--- src/rtl/fifo_uart_pkg.sv ---
// fifo_uart_pkg
// Shared definitions for the FIFO-draining UART transmitter.
//   state_t         : transmitter FSM states
//   DEFAULT_DATA_W  : default byte width (matches the FIFO din width)
//   TX_IDLE         : level of the serial line when nothing is being sent
//   last_bit_idx()  : index of the final data bit for a given byte width
package fifo_uart_pkg;

  typedef enum logic [2:0] {
    IDLE  = 3'd0,
    REQ   = 3'd1,
    LOAD  = 3'd2,
    START = 3'd3,
    DATA  = 3'd4,
    STOP  = 3'd5
  } state_t;

  localparam int   DEFAULT_DATA_W = 8;
  localparam logic TX_IDLE        = 1'b1;

  // Value the 3-bit data-bit counter holds while the last data bit is on the line.
  function automatic logic [2:0] last_bit_idx(input int width);
    return 3'(width - 1);
  endfunction

endpackage

--- src/rtl/uart_bit_timer.sv ---
// uart_bit_timer
// Free-running bit-period counter for the UART transmitter.
// Ports:
//   clk      : system clock
//   rst      : synchronous active-high reset
//   clear    : holds the counter at zero (used while no bit is being timed)
//   bit_tick : high on the terminal count, i.e. the last clock of a bit period
module uart_bit_timer #(
  parameter int CLKS_PER_BIT = 16
) (
  input  logic clk,
  input  logic rst,
  input  logic clear,
  output logic bit_tick
);

  localparam int            CW   = (CLKS_PER_BIT > 1) ? $clog2(CLKS_PER_BIT) : 1;
  localparam logic [CW-1:0] TERM = CW'(CLKS_PER_BIT - 1);
  localparam logic [CW-1:0] ONE  = CW'(1);

  logic [CW-1:0] clk_cnt_r;

  // Count clocks within a bit, wrapping at the terminal value.
  always_ff @(posedge clk) begin
    if (rst) begin
      clk_cnt_r <= {CW{1'b0}};
    end else if (clear) begin
      clk_cnt_r <= {CW{1'b0}};
    end else if (clk_cnt_r == TERM) begin
      clk_cnt_r <= {CW{1'b0}};
    end else begin
      clk_cnt_r <= clk_cnt_r + ONE;
    end
  end

  assign bit_tick = (clk_cnt_r == TERM);

endmodule

--- src/rtl/fifo_uart_tx.sv ---
// fifo_uart_tx
// Sole reader of the 16-deep byte FIFO. Pops one byte at a time while enabled
// and sends it as 8N1, LSB first, on a single UART line.
// Ports:
//   clk        : system clock (posedge)
//   rst        : synchronous active-high reset
//   en         : transmit enable, only looked at between frames
//   fifo_empty : FIFO empty flag
//   fifo_dout  : FIFO read data, valid the cycle after fifo_rd
//   fifo_rd    : one-cycle pop strobe per byte
//   tx         : serial line, idles high
//   busy       : high whenever a pop or frame is in progress
//   frame_done : one-cycle pulse in the final cycle of the stop bit
module fifo_uart_tx
  import fifo_uart_pkg::*;
#(
  parameter int DATA_W       = DEFAULT_DATA_W,
  parameter int CLKS_PER_BIT = 16
) (
  input  logic              clk,
  input  logic              rst,
  input  logic              en,
  input  logic              fifo_empty,
  input  logic [DATA_W-1:0] fifo_dout,
  output logic              fifo_rd,
  output logic              tx,
  output logic              busy,
  output logic              frame_done
);

  localparam logic [2:0] LAST_BIT = last_bit_idx(DATA_W);

  state_t            state_r;
  logic [DATA_W-1:0] shift_r;
  logic [2:0]        bit_cnt_r;
  logic              tx_r;
  logic              fifo_rd_r;
  logic              busy_r;
  logic              clear_s;
  logic              bit_tick_s;

  // Bit timer runs only while a frame is on the line; otherwise held at zero
  // so the start bit always begins from a fresh count.
  always_comb begin
    clear_s = 1'b1;
    case (state_r)
      START, DATA, STOP: clear_s = 1'b0;
      default:           clear_s = 1'b1;
    endcase
  end

  uart_bit_timer #(
    .CLKS_PER_BIT(CLKS_PER_BIT)
  ) u_bit_timer (
    .clk      (clk),
    .rst      (rst),
    .clear    (clear_s),
    .bit_tick (bit_tick_s)
  );

  // Transmit FSM. Outputs are registered together with the state so each
  // output is exactly the decode of the state the FSM is now in.
  always_ff @(posedge clk) begin
    if (rst) begin
      state_r   <= IDLE;
      shift_r   <= {DATA_W{1'b0}};
      bit_cnt_r <= 3'd0;
      tx_r      <= TX_IDLE;
      fifo_rd_r <= 1'b0;
      busy_r    <= 1'b0;
    end else begin
      case (state_r)
        IDLE: begin
          tx_r <= TX_IDLE;
          if (en && !fifo_empty) begin
            state_r   <= REQ;
            fifo_rd_r <= 1'b1;
            busy_r    <= 1'b1;
          end else begin
            state_r   <= IDLE;
            fifo_rd_r <= 1'b0;
            busy_r    <= 1'b0;
          end
        end
        REQ: begin
          // Pop is a single cycle; data arrives while we sit in LOAD.
          state_r   <= LOAD;
          fifo_rd_r <= 1'b0;
        end
        LOAD: begin
          shift_r   <= fifo_dout;
          bit_cnt_r <= 3'd0;
          state_r   <= START;
          tx_r      <= 1'b0;
        end
        START: begin
          if (bit_tick_s) begin
            state_r <= DATA;
            tx_r    <= shift_r[0];
          end
        end
        DATA: begin
          if (bit_tick_s) begin
            shift_r <= shift_r >> 1;
            if (bit_cnt_r == LAST_BIT) begin
              state_r <= STOP;
              tx_r    <= TX_IDLE;
            end else begin
              bit_cnt_r <= bit_cnt_r + 3'd1;
              // Next bit is the one about to land in shift_r[0].
              tx_r      <= shift_r[1];
            end
          end
        end
        STOP: begin
          if (bit_tick_s) begin
            state_r <= IDLE;
            busy_r  <= 1'b0;
          end
        end
        default: begin
          state_r   <= IDLE;
          shift_r   <= {DATA_W{1'b0}};
          bit_cnt_r <= 3'd0;
          tx_r      <= TX_IDLE;
          fifo_rd_r <= 1'b0;
          busy_r    <= 1'b0;
        end
      endcase
    end
  end

  assign tx         = tx_r;
  assign fifo_rd    = fifo_rd_r;
  assign busy       = busy_r;
  // Decoded from registered state and the timer's registered count only.
  assign frame_done = (state_r == STOP) && bit_tick_s;

endmodule

--- config.mk ---
export PLATFORM = sky130hd
export DESIGN_NAME = fifo_uart_tx
export DESIGN_NICKNAME = d
export VERILOG_FILES = /design/src/rtl/fifo_uart_pkg.sv /design/src/rtl/uart_bit_timer.sv /design/src/rtl/fifo_uart_tx.sv
export SDC_FILE = /design/constraint.sdc
export NUM_CORES = 1
export LEC_CHECK = 0
export CORE_MARGIN = 2
export CORE_UTILIZATION = 55
export CTS_BUF_LIST = sky130_fd_sc_hd__clkbuf_8
export DETAILED_ROUTE_END_ITERATION = 12
export PLACE_DENSITY = 0.82
export SYNTH_ARGS = -nofsm -noshare
export SYNTH_HDL_FRONTEND = slang
export SYNTH_SLANG_ARGS = --single-unit
--- constraint.sdc ---
create_clock -name clk -period 1.8 [get_ports clk]
set_input_delay 0.18 -clock clk [delete_from_list [all_inputs] [get_ports clk]]
set_output_delay 0.18 -clock clk [all_outputs]
set_load 0.02 [all_outputs]
==> results.md <==
- Status: completed
- Skew final: ~1.1 ps
- Total gr overflow: 0
- CP top delay family: simple AND/OR/NAND/NOR gates
- Logic pwr share: between 10% and 20%
- WP data required: between 1500 and 2000 ps
- Commonest cells after routing, fill and taps aside: dfxtp_1 (20), nor2_1 (16), clkdlybuf4s50_1 (14)
- IO Pins: 16
- Diode count: 0
- Register area: 422 sq um
- Setup TNS: 0 ps
- Async SR Flop Fraction: 0%
- Clock power frac: a little under a third
- Via count: 922
- Routability cong.: 0.760
- Clock slew at reported path FFs: roughly 70 ps
- Vertical die dimension: approximately 50 microns
- DR pass1 iterations: 4
- CTS tree: yes
- Slowest stage delay, CP: roughly 360 ps
- Hpwl dp: about 1600 microns
- Avg WL per Cell: approximately 14 microns
- Nature of the critical path endpoint: output port
- Setup violators final: 0
- Yosys top cell area share: 37.7%
- Critical-path top delay cell: dfxtp_1
- #FFs+latches synth: 21
- # DRC: 0
- Initial core utilization: roughly 57%
- P per Cell Area: 727 nW/um^2
- # nets final: approximately 160
- TritonCTS Buffers: 3
- Initial DRC count: 25
- WL final: approximately 2300 microns
- Global-route wire length before repair: 3710 microns
- Unrepaired setup endpoints after global routing: no
- Internal cell power: about 0.00072 W
- Synth Warn #: 0
- Via density: approximately 5.6
- Slew headroom: ~70%
- Highest clock rate: around 570 MHz
- ANT nets after route: 0
- Worst Tran Pin Value: 456 ps
- Final Critical Period: approximately 1700 ps
- # rows: 16
- Total die area: 2400 sq um
- Post-Syn Area per Cell: approximately 9.5 sq um
- Initial antenna violation count: 0
- Die Width: ~49 microns
- Clk_lat worst skew: around 260 ps
- # port buffers: 15
- Area of the multi-input gates: approximately 630 sq um
- Net Sw Frac: a little over a quarter
- Total nets after synthesis: 134
- Max Cap Viol: 0
- Root Driver: clkbuf_8
- Share of cells above drive strength 1: about a fifth
- Number of flops mapped to enable cells by yosys: 0
- Clock buffer depth: 2
- Tcrit/Tclk final: between 90% and 100%
- Crit path DAT: between 1500 and 2000 ps
- Synth area leaders: dfxtp_1 (38%), a211oi_2 (7.9%), ha_1 (5.6%)
- Worst Path Buf+Inv: 1
- Fill count: ~160
- Most common cell after layout, fill and taps aside: dfxtp_1
- Critical Path Start Type: register
- CP cell instances: ha_1, and3_1, nand2_1, nor2_1, clkdlybuf4s15_1
- Largest area contributor in the netlist: dfxtp_1
- Crit path max fanout: 4
- Post-CTS Hold Buffers: 0
- Core area: 1940 sq um
- Total global-route track usage: 20.0%
- Switch Pwr: about 0.00026 W
- Post-synth top flop: dfxtp_1
- Largest net degree at the start of global routing: 17
- Gate Count Post-Synth: 117
- Number of distinct library cells after synthesis: 39
- Max-slew violation count: 0
- Leakage Power: around 0.5 nW
- Hold Vio Cnt, Final: 0
- Vias in the first global route: slightly below 900
- Flop pwr share: just over 50%
- Final core occ: 69.6%
- P&R area growth vs syn: 21.2%
- Sequential area share after synthesis: 37.7%
- Hold Crit Class: reg2reg
- Clock Sink Count: 21
- Max VDD drop: 612 uV
- WS Path Type: reg2out
- Max H-tree Level: 1
- Post-Syn Area: about 1100 sq um
[power groups by stage]
stage	combinational [W]	sequential, W	clock, W
floorplan	0.000117	0.000515	0
global placement	0.000169	0.000512	0
detailed placement	0.000173	0.000514	0
CTS	0.000175	0.000503	0.000309
global route	0.000188	0.000506	0.000328
finish	0.000175	0.000502	0.000305
[logic make-up after synthesis]
group	Yosys count	synth area share, %
buf+inv	11	6.17
flops	21	37.7
simple gates	42	20.2
fa+ha+maj	5	5.61
compound gates	35	27.3
xor+xnor	3	3.03
[worst register-to-register path, delay by kind of cell, from the launching register on]
family	cells	cell delay, ps
simple gates	2	240
fa+ha+maj	1	250
buf+inv	1	280
flops	1	360
compound gates	2	530
[flip-flops by register name (all words and copies together), names as in the netlist]
name,flops
u_bit_timer.clk_cnt_r,4
busy,1
shift_r,8
tx,1
bit_cnt_r,3
state_r,3
fifo_rd,1
[synth_stat cells, types with 2 or more instances]
library cell and instances:
buf_6 3, a41o_1 2, nor2b_1 2, nand3_2 2, a22oi_1 7, inv_1 4
nor3_1 2, clkbuf_1 2, o21ai_0 2, a21oi_1 8, nand2b_1 2, ha_1 5
nand3_1 2, a211oi_2 7, dfxtp_1 21, nand2_1 8, nor2_1 16
[worst paths after layout]
kind	start	to	slack, ps	cells after the start
worst max-delay path	u_bit_timer.clk_cnt_r[0]	frame_done	60	5
worst min-delay path	u_bit_timer.clk_cnt_r[0]	u_bit_timer.clk_cnt_r[0]	460	1
worst max register to register	u_bit_timer.clk_cnt_r[0]	shift_r[6]	80	6
worst min register to register	u_bit_timer.clk_cnt_r[0]	u_bit_timer.clk_cnt_r[0]	460	1
[timing repair]
action / 4_1_cts / 5_1_grt
setup buffers: 0 / 0
setup endpoints to repair: 1 / 9
gates resized for setup: 1 / 2
[cell type report]
cell class / count / share of cell area, %
well taps: 27 / 2.50
clock buffers: 3 / 3.06
flip-flops and latches: 21 / 31.2
multi-input cells: 85 / 46.3
inverters: 4 / 1.11
repair buffers: 23 / 15.6
clock inverters: 1 / 0.278
[per-stage QoR]
stage	hold WS (ps)	instances	total power, W	setup WS, ps	cell area (sq um)
after floorplan	317	117	0.000631	232	1110
after CTS	459	164	0.000986	33.2	1350
after global placement	429	160	0.000680	109	1310
final	458	164	0.000983	58.6	1350
after detailed placement	447	160	0.000687	51.0	1310
after global routing	485	164	0.00102	5.18	1350
[layer usage]
layer	wire, microns	vias to the layer above	track usage (%)	share of wire (%)
met5	0	-	0	0
met4	35	0	8.57	1.5
met3	57	5	3.07	2.5
met2	1150	11	36.3	50
met1	1040	440	23.1	45
li1	-	466	-	-
Note: power is estimated with default switching activity, not from simulation.
